File: src/rtl/y86_pkg.sv
// Shared Y86-64 definitions: icode values, fetch status codes and the
// PC-select state encoding.
package y86_pkg;

  localparam logic [3:0] I_HALT   = 4'h0;
  localparam logic [3:0] I_NOP    = 4'h1;
  localparam logic [3:0] I_RRMOVQ = 4'h2;
  localparam logic [3:0] I_IRMOVQ = 4'h3;
  localparam logic [3:0] I_RMMOVQ = 4'h4;
  localparam logic [3:0] I_MRMOVQ = 4'h5;
  localparam logic [3:0] I_OPQ    = 4'h6;
  localparam logic [3:0] I_JXX    = 4'h7;
  localparam logic [3:0] I_CALL   = 4'h8;
  localparam logic [3:0] I_RET    = 4'h9;
  localparam logic [3:0] I_PUSHQ  = 4'hA;
  localparam logic [3:0] I_POPQ   = 4'hB;

  typedef enum logic [2:0] {
    STAT_AOK = 3'd1,
    STAT_HLT = 3'd2,
    STAT_ADR = 3'd3,
    STAT_INS = 3'd4
  } stat_e;

  typedef enum logic [1:0] {
    ST_RUN,
    ST_WAIT_RET,
    ST_HALT,
    ST_ERR
  } pcs_state_e;

endpackage

File: src/rtl/pc_select.sv
// Fetch-side PC generation: predicts the next PC from fetch results and
// applies jXX-mispredict and ret redirects from M and W.
module pc_select
  import y86_pkg::*;
#(
  parameter int          PC_W     = 64,
  parameter logic [PC_W-1:0] RESET_PC = '0,
  parameter int          CNT_W    = 32
) (
  input  logic             clk,
  input  logic             rst_n,
  input  logic             f_valid,
  input  logic [3:0]       f_icode,
  input  logic [PC_W-1:0]  f_valC,
  input  logic [PC_W-1:0]  f_valP,
  input  logic             f_instr_valid,
  input  logic             f_imem_error,
  input  logic             stall_f,
  input  logic [3:0]       m_icode,
  input  logic             m_cnd,
  input  logic [PC_W-1:0]  m_valA,
  input  logic [3:0]       w_icode,
  input  logic [PC_W-1:0]  w_valM,
  output logic [PC_W-1:0]  pc,
  output logic             pc_valid,
  output logic [2:0]       f_stat,
  output logic             halted,
  output logic [CNT_W-1:0] fetch_cnt
);

  pcs_state_e       r_state;
  stat_e            r_stat;
  logic [PC_W-1:0]  r_pc;
  logic [CNT_W-1:0] r_cnt;

  logic w_mispredict;
  logic w_ret_done;
  logic w_accept;

  assign w_mispredict = (m_icode == I_JXX) && !m_cnd;
  assign w_ret_done   = (w_icode == I_RET) && (r_state == ST_WAIT_RET);
  assign w_accept     = f_valid && !stall_f && (r_state == ST_RUN);

  // A cancelled wrong-path halt/ret/error is recovered by the M redirect,
  // so it must outrank everything; stall is the implicit hold when nothing fires.
  always_ff @(posedge clk or negedge rst_n) begin
    // NOTE: sequential state uses non-blocking assignments so every register
    // samples pre-edge values regardless of statement order.
    if (!rst_n) begin
      r_pc    <= RESET_PC;
      r_state <= ST_RUN;
      r_stat  <= STAT_AOK;
      r_cnt   <= '0;
    end else if (w_mispredict) begin
      r_pc    <= m_valA;
      r_state <= ST_RUN;
      r_stat  <= STAT_AOK;
    end else if (w_ret_done) begin
      r_pc    <= w_valM;
      r_state <= ST_RUN;
    end else if (w_accept) begin
      if (f_imem_error) begin
        r_state <= ST_ERR;
        r_stat  <= STAT_ADR;
      end else if (!f_instr_valid) begin
        r_state <= ST_ERR;
        r_stat  <= STAT_INS;
      end else begin
        r_cnt <= r_cnt + CNT_W'(1);
        case (f_icode)
          I_HALT: begin
            r_state <= ST_HALT;
            r_stat  <= STAT_HLT;
          end
          I_RET:          r_state <= ST_WAIT_RET;
          I_JXX, I_CALL:  r_pc    <= f_valC;
          default:        r_pc    <= f_valP;
        endcase
      end
    end
  end

  assign pc        = r_pc;
  assign pc_valid  = (r_state == ST_RUN);
  assign halted    = (r_state == ST_HALT) || (r_state == ST_ERR);
  assign f_stat    = r_stat;
  assign fetch_cnt = r_cnt;

endmodule

File: config.mk
export PLATFORM = sky130hd
export DESIGN_NAME = pc_select
export DESIGN_NICKNAME = d
export VERILOG_FILES = /design/src/rtl/y86_pkg.sv /design/src/rtl/pc_select.sv
export SDC_FILE = /design/constraint.sdc
export NUM_CORES = 1
export LEC_CHECK = 0
export CAP_MARGIN = 10
export CORE_AREA = 2 2 147 149
export CTS_BUF_LIST = sky130_fd_sc_hd__clkbuf_4
export DETAILED_ROUTE_END_ITERATION = 8
export DIE_AREA = 0 0 149 151
export HOLD_SLACK_MARGIN = 0.02
export PLACE_DENSITY = 0.68
export SLEW_MARGIN = 0
export SYNTH_ARGS = -nofsm -noshare
export SYNTH_HDL_FRONTEND = slang
export SYNTH_SLANG_ARGS = --single-unit
File: constraint.sdc
create_clock -name clk -period 3.7 [get_ports clk]
set_clock_uncertainty 0.05 [all_clocks]
set_input_delay 1.11 -clock clk [delete_from_list [all_inputs] [get_ports clk]]
set_output_delay 1.11 -clock clk [all_outputs]
set_load 0.02 [all_outputs]
Yosys cells after proc, flatten, opt, wreduce, memory -nomap -nowiden
Index checks and enable logic that the tools add are counted.
{ "word_totals": {"reg_bits": 101, "inputBits": 275, "output_inout_bits": 101} }
{ "classes": {"addsub": 1, "n_eq_ne": 13, "n_mux": 18, "bitwise": 3, "reduce_logical": 18} }
{ "op_table": {"columns": ["operator", "n"], "rows": [
  ["64-bit 2-to-1 mux", 5],
  ["64-bit case mux with 2 select lines", 1],
  ["32-bit by 1-bit adder with 32-bit output, second input constant", 1],
  ["3-bit 2-to-1 mux", 6],
  ["4-bit equality test, second input constant", 3],
  ["2-bit 2-to-1 mux", 5],
  ["4-bit by 3-bit equality test with 1-bit output, second input constant", 2],
  ["3-bit by 1-bit inequality test with 1-bit output, second input constant", 2],
  ["6-bit by 1-bit inequality test with 1-bit output, second input constant", 1],
  ["3-bit nonzero test", 2],
  ["5-bit AND reduction", 1],
  ["2-bit equality test, second input constant", 2],
  ["1-bit logical AND", 4],
  ["4-bit logical NOT", 1],
  ["4-bit by 1-bit inequality test with 1-bit output, second input constant", 1],
  ["2-bit case mux with 2 select lines", 1],
  ["4-bit AND reduction", 1],
  ["2-bit OR reduction", 2],
  ["1-bit inverter", 3],
  ["3-bit AND reduction", 1],
  ["2-bit by 1-bit equality test with 1-bit output, second input constant", 1],
  ["1-bit logical NOT", 2],
  ["2-bit logical NOT", 1],
  ["2-bit inequality test, second input constant", 1],
  ["3 further kinds", 3]
]} }

Depth between registers and ports, before layout
Gate-level depths: netlist of the first run.
{ "logic_depth": {"word_depth": 8, "depth_mapped": 6, "ltp_nobuf": 5} }

Least setup slack after synthesis of the first run
Ideal clock, no wire load.
{ "synth_path": {"path_kind": "input to register", "startpoint": "in f_icode[1]", "endpoint": "reg r_pc[10], in the netlist pc[10]", "setup_ns": 0.139, "t_arrival_ns": 2.426, "required_ns": 3.511, "slack_ns": 1.085, "cell_stages": 6, "path_buffers": 2, "path_cell_list": "or4b_1 -> clkbuf_1 -> clkbuf_1 -> and3_1 -> o21ai_0 -> a41oi_1"} }
{ "synth_via": {"elab_chain_len": 8, "word_cells_on_any_way": 14, "cone_classes": "eq/ne: 4; mux: 6; reduce/logical: 4"} }
{ "synth_lines": {"columns": ["item", "line", "source"], "rows": [
  ["start: declaration", "pc_select.sv:13", "input logic [3:0] f_icode,"],
  ["4-bit by 3-bit equality test with 1-bit output (tied with other cells)", "pc_select.sv:70", "case (f_icode)"],
  ["2-bit OR reduction, on equally long branches", null, null],
  ["64-bit case mux with 2 select lines", "pc_select.sv:70", null],
  ["64-bit 2-to-1 mux", "pc_select.sv:65", "end else if (!f_instr_valid) begin"],
  ["64-bit 2-to-1 mux", "pc_select.sv:62", "if (f_imem_error) begin"],
  ["64-bit 2-to-1 mux", "pc_select.sv:61", "end else if (w_accept) begin"],
  ["64-bit 2-to-1 mux", "pc_select.sv:58", "end else if (w_ret_done) begin"],
  ["64-bit 2-to-1 mux", "pc_select.sv:54", "end else if (w_mispredict) begin"],
  ["end signal: assignment", "pc_select.sv:55", "r_pc <= m_valA;"],
  ["end signal: assignment", "pc_select.sv:59", "r_pc <= w_valM;"],
  ["end signal: assignment", "pc_select.sv:76", "I_JXX, I_CALL: r_pc <= f_valC;"],
  ["end: declaration", "pc_select.sv:33", "logic [PC_W-1:0] r_pc;"]
]} }
Several ways; a longest one is shown, not always the timed one. The select of a mux whose other input is x is not followed.
A chain may end at the register's enable or synchronous reset.

Worst setup path after layout of the first run
{ "layout_path": {"startpoint": "reg r_cnt[18], in the netlist fetch_cnt[18]", "endpoint": "out fetch_cnt[18]"} }
{ "layout_rtl": {"columns": ["item", "line", "source"], "rows": [
  ["start: declaration", "pc_select.sv:34", "logic [CNT_W-1:0] r_cnt;"],
  ["start signal: assignment", "pc_select.sv:69", "r_cnt <= r_cnt + CNT_W'(1);"],
  ["end: declaration", "pc_select.sv:28", "output logic [CNT_W-1:0] fetch_cnt"]
]} }
No word-level cell between the ends.

==> results summary, run 1 <==
The flow ran to the end, and the final reports show no timing, DRC or antenna violations. At the worst endpoint, the required time is 2.54 ns. The post-detailed-route count of antenna-violating nets is 0. The maximum level of the CTS H-tree is 3. After detailed routing, the average wire length per cell comes to a little over 20 um.

The number of vias after detailed routing came out at roughly 7500. The hold violation count in the final report came out at 0. The register-to-register setup slack is 1.45 ns. The combined buffer and inverter count along the critical path is 1. The maximum clock path buffer count is 2. Entering global routing, the biggest net connects 110 pins. The startpoint identified for the worst register-to-register timing path is r_state[1]. The buffer count from post-CTS setup fixing came out at 0. The worst setup path is launched from a flop.

The post-cts repair resize count came out at 0. The final design utilization is 0.517. The total global routing track utilization came out at 0.237. Counting the fill cells in the layout gives roughly 2000.

The die width is between 100 and 150 um. The CTS clock-pin slew for the worst setup and hold paths came out at roughly 0.20 ns. The floorplan step set the die height to ~150 um. The number of nets in the layout is about 1400. Setup violations remaining at the end of the flow were counted as 0. The data arrival time at the worst-slack endpoint came out at 1.78 ns. The CTS tree is yes.

The count of boundary I/O pins came out at roughly 380. During placement, the flow inserted port buffers numbering approximately 380. The total congestion overflow after global routing came out at 0. The remaining routing DRC violations is 0. The slew of the pin with the lowest slew margin is about 0.69 ns. In this run the critical register-to-register path is captured at pc[56]. In this run the clock root is driven by a clkbuf_4. The clock latency reported for the late side of the worst-skew pair is between 0.4 and 0.5 ns. The via count of the first global-routing pass was 7378. The largest fanout of any net on the critical path is 11. The post-layout worst setup margin came out at 0.757 ns. The number of different library cells used by synthesis comes to approximately 50.

The final wirelength is ~28000 um. The signal on the critical path passes through clkdlybuf4s50_1. Headroom to the max-slew limit came out at 0.542. The synthesis-to-layout area growth came out at 63.8%. The leakage dissipation came out at ~0.0040 uW. Following the worst setup path forward leads to its endpoint at fetch_cnt[18].

The maximum ir drop on the vdd rail is 0.238 mV. The final RePlAce weighted congestion came out at between 0.8 and 0.9. In this design, the stage delay of the slowest critical-path cell is ~0.69 ns. For this design, the sink count on the clock tree is 101. On the critical path the largest part of the delay comes from buffers and inverters.

Synthesis produced around 770 cells. In the finished design, the share of the clock period the worst path needs comes to 0.795. Of the cells placed in the final design, the portion with a size suffix greater than 1 is 0.0556.

The first-pass iteration count of the detailed router came out at 5. The standard-cell row count is 53. The start point of the critical path is fetch_cnt[18]. The detailed placement HPWL is roughly 19000 um. The async set or reset register ratio after synthesis is 1.00. Yosys mapped a number of flops with a built-in enable equal to 0. TritonCTS created 9 clock buffers. Dividing total power by cell area gives a power density of approximately 450 mW/mm2. The setup path with the least slack is of type reg -> out. The number of gates on the worst path with buffers counted came out at 1. The number of cell instances on the worst register-to-register path came out at 5. The net count of the mapped netlist came out at about 1000. The sequential share of the synthesized area is 0.385. The count of yosys warnings during synthesis came out at 0. Based on the critical path, the design can be clocked at up to between 300 and 400 MHz. The number of max-slew violations in the final report came out at 0.

Across the run, the number of max-cap violations was 0. The first-pass GRT wire length is approximately 42000 um. The initial antenna violation count came out at 2. The detailed-route vias per instance came out at 5.45. The total area inside the core boundary comes to approximately 0.021 mm2. The master of the slowest instance on the critical path is clkdlybuf4s50_1. The number of design-rule violations left by the first detailed-router iteration came out at 326.

Setup repair after global routing left no endpoint under its margin. After synthesis the cells add up to ~0.0066 mm2. The worst setup timing slack at the placement stage is ~0.25 ns.

STA classifies the critical path endpoint as an output port. In the final timing run, aggregate negative setup slack is 0 ns. The tightest min-delay check is of the reg -> reg type. The number of register bits inferred by synthesis is a little over 100.

The starting density of the core is 0.316. The minimum clock period is just under 3 ns. After clock tree synthesis, the flow added hold-fix buffers numbering 0. The die outline area came out at between 0.02 and 0.025 mm2.

The average instance area after synthesis is ~8.5 um2. The most frequently used flop master after synthesis is dfrtp_1.
-- worst min-delay path by stage --
stage / startpoint / endpoint / slack [ns] / depth (start not counted)
final: fetch_cnt[31] / fetch_cnt[31] / 0.44 / 1
after global routing: fetch_cnt[31] / fetch_cnt[31] / 0.46 / 1
after CTS: fetch_cnt[31] / fetch_cnt[31] / 0.45 / 1
after detailed placement: fetch_cnt[31] / fetch_cnt[31] / 0.42 / 1
after global placement: fetch_cnt[31] / fetch_cnt[31] / 0.41 / 1
after floorplan: r_state[0] / r_state[0] / 0.49 / 2
-- state kept, by name, summed over array words and instances, names as in the netlist --
signal	flops
fetch_cnt	32
r_state	2
f_stat	3
pc	64
-- through the flow --
stage / power [uW] / instance area, um2 / std cells / hold slack (ns)
after floorplan: 2880 / 6570 / 772 / 0.486
after global placement: 4220 / 10600 / 1356 / 0.407
after detailed placement: 4240 / 10600 / 1356 / 0.418
after CTS: 4920 / 10800 / 1372 / 0.451
after global routing: 5140 / 10800 / 1374 / 0.465
final: 4860 / 10800 / 1374 / 0.444
-- report_power, final --
group,total [uW],switching [uW],leakage [uW],internal [uW]
Combinational,2470,1160,0.00275,1310
Sequential,1740,248,0.00121,1490
Clock,653,483,0.0000817,170
Total,4860,1890,0.00404,2980
-- cell usage after synthesis, types with 2 or more instances --
| cell type | instances | area share |
|---|---|---|
| dfrtp_1 | 100 | 0.38 |
| nand2_1 | 77 | 0.044 |
| nand3_1 | 74 | 0.056 |
| nor3_1 | 69 | 0.053 |
| and3_1 | 66 | 0.063 |
| a21boi_0 | 64 | 0.073 |
| a41oi_1 | 64 | 0.085 |
| clkbuf_1 | 63 | 0.036 |
| o21ai_0 | 49 | 0.037 |
| xor2_1 | 22 | 0.029 |
| o21ai_1 | 16 | 0.012 |
| buf_2 | 11 | 0.0084 |
| nor4_1 | 10 | 0.0095 |
| xnor2_1 | 10 | 0.013 |
| nand4_1 | 9 | 0.0086 |
| nor2_1 | 8 | 0.0046 |
| and4_1 | 6 | 0.0080 |
| buf_4 | 6 | 0.0069 |
| buf_1 | 4 | 0.0023 |
| inv_1 | 4 | 0.0023 |
| and2_1 | 3 | 0.0029 |
| nor3_2 | 3 | 0.0046 |
| a211oi_1 | 2 | 0.0023 |
| a21oi_1 | 2 | 0.0015 |
| nand2b_1 | 2 | 0.0019 |
| nor4_2 | 2 | 0.0038 |
| nor4_4 | 2 | 0.0065 |
-- logic make-up (layout without fill, tap and decap cells) --
family	after synthesis	after routing	synth area share
compound gates	206	206	0.228
other cells	0	2	0
simple gates	342	342	0.284
fa+ha+maj	1	1	0.00190
flops	101	101	0.385
buf+inv	90	415	0.0590
xor+xnor	32	32	0.0426
-- area by class of cell --
type / count / area, um2 / share of cell area
Clock buffer: 9 / 67.6 / 0.00628
Multi-Input combinational cell: 581 / 3690 / 0.343
Clock inverter: 7 / 86.3 / 0.00802
Antenna cell: 2 / 5.00 / 0.000465
Sequential cell: 101 / 2530 / 0.235
Timing Repair Buffer: 395 / 4030 / 0.374
Tap cell: 275 / 344 / 0.0320
Inverter: 4 / 15.0 / 0.00139
-- layout by cell type (no fill, tap or decap), types with 4 or more instances in the layout --
master | Yosys | routed
a21boi_0 | 64 | 64
a41oi_1 | 64 | 64
and3_1 | 66 | 66
and4_1 | 6 | 6
buf_12 | 0 | 10
buf_4 | 6 | 11
clkbuf_4 | 0 | 9
clkdlybuf4s50_1 | 0 | 374
dfrtp_1 | 100 | 100
inv_1 | 4 | 4
nand2_1 | 77 | 76
nand3_1 | 74 | 74
nand4_1 | 9 | 9
nor2_1 | 8 | 7
nor3_1 | 69 | 69
nor4_1 | 10 | 10
o21ai_0 | 49 | 49
o21ai_1 | 16 | 16
xnor2_1 | 10 | 10
xor2_1 | 22 | 22
-- per-layer routing --
metal  track usage  share of wire  up-vias
li1              -              -     3535
met1         0.296           0.40     3565
met2         0.401           0.49      347
met3        0.0651          0.087       40
met4        0.0733          0.025        0
met5             0              0        -
Note: power is estimated with default switching activity, not from simulation.
==> run 2: changes to the inputs <==
--- a/config.mk
+++ b/config.mk
@@ -11,7 +11,7 @@
 export DETAILED_ROUTE_END_ITERATION = 8
 export DIE_AREA = 0 0 149 151
 export HOLD_SLACK_MARGIN = 0.02
-export PLACE_DENSITY = 0.68
+export PLACE_DENSITY = 0.71
 export SLEW_MARGIN = 0
 export SYNTH_ARGS = -nofsm -noshare
 export SYNTH_HDL_FRONTEND = slang
==> constraint.sdc (replaced) <==
create_clock -name clk -period 2.38 [get_ports clk]
set_clock_uncertainty 0.05 [all_clocks]
set_input_delay 0.714 -clock clk [delete_from_list [all_inputs] [get_ports clk]]
set_output_delay 0.714 -clock clk [all_outputs]
set_load 0.02 [all_outputs]
==> results summary, run 2 (same netlist as run 1, synthesis figures left out) <==
The data arrival time at the worst-slack endpoint came out at around 1.6 ns. The number of endpoints failing setup at the final stage came out at 0. The max-capacitance violation count is 0. The initial utilization of the core area, before any placement, comes to 0.316. The first global-routing pass estimated about 42000 um of wire.

The number of cell instances on the worst register-to-register path is 5. The hold violation count in the final report came out at 0. In this run the post-CTS setup repair buffer count came out at 0. The start point of the critical path is pc[1].

The port buffer count is about 380. The share of the cycle needed by the critical path after routing came out at 0.974. The type of the worst min-delay path is in -> async. The post-detailed-route count of antenna-violating nets came out at 0. The die outline area is between 0.02 and 0.025 mm2. The via count of the first global-routing pass is slightly below 8000. The worst setup path is of the reg -> out kind. The final RePlAce weighted congestion came out at just under 0.9. The setup check on the worst reg-to-reg path leaves a slack of 0.25 ns.

The maximum ir drop on the vdd rail came out at just over 0.5 mV. Clock-pin slew was measured on the worst setup and hold paths at approximately 0.2 ns. The minimum clock period came out at 2.32 ns. No sink is reached through more buffers than the 2 on the longest clock path.

After layout, the design draws a total of 7650 uW. The master cell of the clock root buffer is clkbuf_4. The headroom to the max-slew limit came out at 0.568. The die width is approximately 150 um.

The H-tree was split into 3 levels. The number of sinks handled by clock tree synthesis is a little over 100. The library cells used most frequently in the layout, excluding fill and tap cells, are 339 x clkdlybuf4s50_1, 96 x dfrtp_1, 76 x nand2_1.

The final design utilization came out at 0.537. The average wire per standard cell is 19.6 um. The standard-cell row count came out at 53. The total congestion overflow after global routing came out at 0. The total global routing track utilization is 0.240. The number of vias after detailed routing came out at ~7700.

The combined buffer and inverter count along the critical path came out at 1. The clock latency reported for the late side of the worst-skew pair came out at 0.49 ns. The worst stage delay on the critical path came out at 0.65 ns.

The number of design-rule violations left by the first detailed-router iteration is ~380. The total power per unit cell area came out at between 600 and 700 mW/mm2. The initial antenna violation count is 2.

The detailed placement HPWL came out at slightly above 20000 um. STA classifies the critical path endpoint as an output port. The upper clock frequency limit is roughly 430 MHz. The cell family contributing the most delay on the critical path is buffers and inverters.

The detailed-route vias per instance came out at between 5 and 6. On the critical path, the stage with the largest delay is an instance of clkdlybuf4s50_1. TritonCTS built the clock tree. The net count of the finished layout is ~1400. The leakage dissipation is around 0.0045 uW. The flip-flop count of the largest register after layout came out at 64.

The largest fanout of any net on the critical path came out at 2. The y dimension of the die came out at 151 um. After floorplanning, the core was sized to cover 0.0208 mm2. The fraction of layout cells with a size suffix above 1 came out at 0.0907. The number of max-slew violations in the final report came to 0. The largest net degree at the start of global routing is between 100 and 150. The number of buffers added to fix hold violations after cts is 0. The flow ran to the end, and the final reports show no timing, DRC or antenna violations. At the pin with the least slew margin, the transition time is 0.648 ns.

The count of boundary I/O pins is 376. The first-pass iteration count of the detailed router is 5. The startpoint kind of the worst setup timing path is a flop. The total clock buffers created by CTS came out at 9.

The final-layout worst hold slack came out at 0.153 ns. The required time of the worst setup path is approximately 1.6 ns. The setup TNS came out at 0 ns. The final wirelength came out at about 28000 um. The library cell used most frequently in the layout, excluding fill and tap cells, is clkdlybuf4s50_1. From synthesis to final layout, the design area changed by 70.3%. The remaining routing DRC violations came out at 0. Walking the worst path, the cells encountered are clkdlybuf4s50_1. In this run the critical register-to-register path is launched from r_state[1]. The capture point of the worst reg-to-reg path is fetch_cnt[6]. Setup repair after global routing left no endpoint under its margin.
==> run 2: cell types whose count changed in the layout (fill, tap and decap cells not counted), sizes merged <==
cell	previous run	this run
buf	21	59
clkinv	3	4
dlygate4sd2	0	25
clkdlybuf4s50	374	339
inv	8	6
dlymetal6s2s	0	10
bufinv	0	1
==> run 2: routing by layer <==
metal / track usage / wire [um] / vias up
met3: 0.0578 / 2420 / 58
li1: - / - / 3606
met1: 0.298 / 10800 / 3657
met2: 0.400 / 13500 / 386
met4: 0.0976 / 916 / 2
met5: 0 / 9 / -
==> run 2: repair_timing <==
action | 4_1_cts | 5_1_grt
setup endpoints to repair | 25 | 10
pin swaps | 0 | 0
gates resized for setup | 29 | 10
==> run 2: how the worst max path moves through the flow <==
stage / slack (ns) / cells past startpoint / to
after CTS: 0.0005 / 1 / fetch_cnt[16]
after floorplan: 0.16 / 6 / pc[10]
after detailed placement: -0.42 / 6 / pc[63]
after global placement: -0.39 / 6 / pc[18]
final: 0.06 / 1 / pc[1]
after global routing: 0.003 / 1 / fetch_cnt[10]
==> run 2: cell type report <==
class | count | area, um2
diodes | 2 | 5.00
well taps | 275 | 344
fillers | 1962 | 9630
clock inverters | 7 | 105
repair buffers | 433 | 4430
clock buffers | 9 | 67.6
inverters | 4 | 15.0
multi-input cells | 581 | 3690
flip-flops and latches | 101 | 2530
==> run 2: worst reg2reg max path: cells and delay by family (launching register included) <==
kind	cells	cell delay (ns)
and+or+nand+nor	2	0.79
DFF	1	0.49
AOI/OAI and AO/OA	1	0.37
buffers and inverters	1	0.19
xor gates and xnor gates	1	0.16
==> run 2: stage by stage <==
| step | cell area, um2 | instances | worst slack (ns) |
|---|---|---|---|
| 3_5_place_dp | 11000 | 1394 | -0.417 |
| 2_1_floorplan | 6570 | 772 | 0.161 |
| 4_1_cts | 11200 | 1410 | 0.000515 |
| 5_1_grt | 11200 | 1411 | 0.00281 |
| 3_3_place_gp | 11000 | 1394 | -0.386 |
| 6_report | 11200 | 1412 | 0.0629 |
==> run 2: report_power, final <==
group          total [uW]  switching, uW  internal [uW]
clock                1070            716            356
combinational        3850           1810           2040
sequential           2730            405           2320
total                7650           2930           4720
==> run 3: changes to the inputs <==
--- a/config.mk
+++ b/config.mk
@@ -6,12 +6,12 @@
 export NUM_CORES = 1
 export LEC_CHECK = 0
 export CAP_MARGIN = 10
-export CORE_AREA = 2 2 147 149
+export CORE_AREA = 2 2 148 150
 export CTS_BUF_LIST = sky130_fd_sc_hd__clkbuf_4
 export DETAILED_ROUTE_END_ITERATION = 8
-export DIE_AREA = 0 0 149 151
+export DIE_AREA = 0 0 150 152
 export HOLD_SLACK_MARGIN = 0.02
-export PLACE_DENSITY = 0.71
+export PLACE_DENSITY = 0.68
 export SLEW_MARGIN = 0
 export SYNTH_ARGS = -nofsm -noshare
 export SYNTH_HDL_FRONTEND = slang
==> constraint.sdc (replaced) <==
create_clock -name clk -period 2.6 [get_ports clk]
set_clock_uncertainty 0.05 [all_clocks]
set_input_delay 0.78 -clock clk [delete_from_list [all_inputs] [get_ports clk]]
set_output_delay 0.78 -clock clk [all_outputs]
set_load 0.02 [all_outputs]
==> results summary, run 3 (same netlist as run 1, synthesis figures left out) <==
The part of the total power dissipated in combinational logic is 0.513. The data arrival time at the worst-slack endpoint came out at 1.64 ns. The first global-routing pass estimated roughly 42000 um of wire. The total power consumption of the routed design is approximately 7000 uW.

The headroom to the max-slew limit is 0.689. In this run the worst setup path begins at fetch_cnt[3]. The maximum clock path buffer count came out at 2. The standard-cell row count came out at 54. Across all layers, the routed design uses 7726 vias. Counting both buffers and inverters, the worst setup path holds a total of 1. The detailed placement HPWL is roughly 20000 um.

The starting density of the core came out at 0.308. Before antenna repair, the detailed router went through 4 iterations. The portion of total power attributed to sequential cells came out at 0.357. The count of nets left with antenna violations once routing finished came out at 0. The initial antenna violation count is 3. From bottom edge to top edge, the die measures ~150 um. Timing would allow up to just over 400 MHz. The switching power share of the total is 0.388. In the layout the commonest cells are 372 x clkdlybuf4s50_1, 99 x dfrtp_1, 76 x nand2_1. The slowest stage of the critical path belongs to the cell clkdlybuf4s50_1. The total instance count after detailed placement came out at between 1000 and 1500. In this run the power density over the cells is 621 mW/mm2.

Grouping stages by cell kind, the critical path spends the most delay in buffers and inverters. The clock share of power is 0.130. The total clock buffers created by CTS is 9.

The worst stage delay on the critical path is roughly 0.66 ns. Along the worst path, the maximum fanout reaches 6. The remaining routing DRC violations is 0.

After detailed routing, the number of vias per cell comes to 5.43. Counting every sink on the clock net gives 101. The via count of the first global-routing pass came to around 8000. The number of nets in the layout came out at roughly 1400.

Final hold analysis gives a worst-case slack of approximately 0.10 ns. The number of design-rule violations left by the first detailed-router iteration came out at between 300 and 400. Setup repair after global routing left no endpoint under its margin.

The leakage dissipation is between 0.004 and 0.005 uW. The clock latency reported for the late side of the worst-skew pair came out at 0.49 ns. The final wirelength is between 20000 and 30000 um. TritonCTS built the clock tree. In this run the worst hold path is classified as in -> async. In this run the standard cell core region covers roughly 0.021 mm2. The largest net degree at the start of global routing came out at 58. The required time of the worst setup path is between 1.5 and 2 ns. The final RePlAce weighted congestion came out at 0.861. The port buffer count is 375. The maximum level of the CTS H-tree came out at 3.

For this run, the total global-route usage over all layers was measured as 0.236. The share of the cycle needed by the critical path after routing came out at 0.952. The most common library cell in the layout ignoring fill and taps is clkdlybuf4s50_1. The fraction of layout cells with a size suffix above 1 is 0.0921.

The maximum ir drop on the vdd rail came out at 0.329 mV. The synthesis-to-layout area growth is 70.9%. The internal portion of total power is between 4000 and 5000 uW.

The number of max-slew violations in the final report came out at 0. The average wire per standard cell is about 19 um. CTS placed an instance of clkbuf_4 at the clock tree root. The critical path is of the reg -> out type. Measured along the x axis, the die boundary spans ~150 um. The max-capacitance violation count is 0.

In this run the power spent charging and discharging nets is between 2000 and 3000 uW. The total congestion overflow after global routing is 0. The number of standard cells in the layout, taps in and fillers out is around 1400. The startpoint identified for the worst register-to-register timing path is r_state[1]. The register with the most flip-flops in the layout has 64 of them. The die outline area is 0.0228 mm2. The count of boundary I/O pins came out at approximately 380.

The number of endpoints failing setup at the final stage is 0. The slew of the pin with the lowest slew margin came out at about 0.46 ns. The worst setup path is captured at an output port. The hold violation count in the final report came out at 0.

STA classifies the critical path startpoint as a flop. The critical path goes through clkdlybuf4s50_1. The minimum clock period came out at approximately 2.5 ns. The run finished with clean final reports. Clock-pin slew was measured on the worst setup and hold paths at ~0.22 ns.
==> run 3: what timing repair did <==
| item | CTS | global route |
|---|---|---|
| pin swaps | 0 | 0 |
| hold buffers | 0 | 0 |
| setup endpoints to repair | 1 | 2 |
| endpoints found under the hold margin | 0 | 0 |
| gates resized for setup | 1 | 2 |
| setup buffers | 0 | 0 |
==> run 3: area by class of cell <==
class | instances | area [um2]
inverters | 4 | 15.0
diodes | 3 | 7.51
clock buffers | 9 | 67.6
fillers | 2023 | 10100
multi-input cells | 581 | 3690
well taps | 280 | 350
flip-flops and latches | 101 | 2530
clock inverters | 7 | 92.6
repair buffers | 438 | 4480
==> run 3: stage by stage <==
stage	setup TNS (ns)	setup WS (ns)	area, um2	utilization
after CTS	0	0.0189	11200	0.525
after floorplan	0	0.315	6570	-
after detailed placement	-16.00	-0.290	11100	0.518
after global placement	-16.98	-0.296	11100	0.518
after global routing	0	0.0262	11200	0.526
final	0	0.125	11200	0.526
==> run 3: power groups by stage <==
stage | Sequential [uW] | Combinational, uW | Clock (uW)
after floorplan | 3150 | 959 | 0
after global placement | 2510 | 3580 | 0
after detailed placement | 2520 | 3590 | 0
after CTS | 2490 | 3600 | 952
after global routing | 2570 | 3820 | 1020
final | 2490 | 3580 | 908
==> run 3: path summary, 6_finish.rpt <==
check | to | slack [ns] | depth (start not counted)
max | fetch_cnt[3] | 0.13 | 1
min | f_stat[2] | 0.10 | 1
max reg2reg | fetch_cnt[6] | 0.47 | 5
min reg2reg | fetch_cnt[31] | 0.44 | 1
max in group asynchronous | pc[5] | 1.79 | 2
min in group clk | fetch_cnt[31] | 0.44 | 1
==> run 3: layer usage <==
metal  GRT usage  vias up  wire [um]
met5           0        -          0
met4      0.0863        0        848
met1       0.295     3697      11200
met2       0.395      346      13100
li1            -     3630          -
met3      0.0565       53       2180
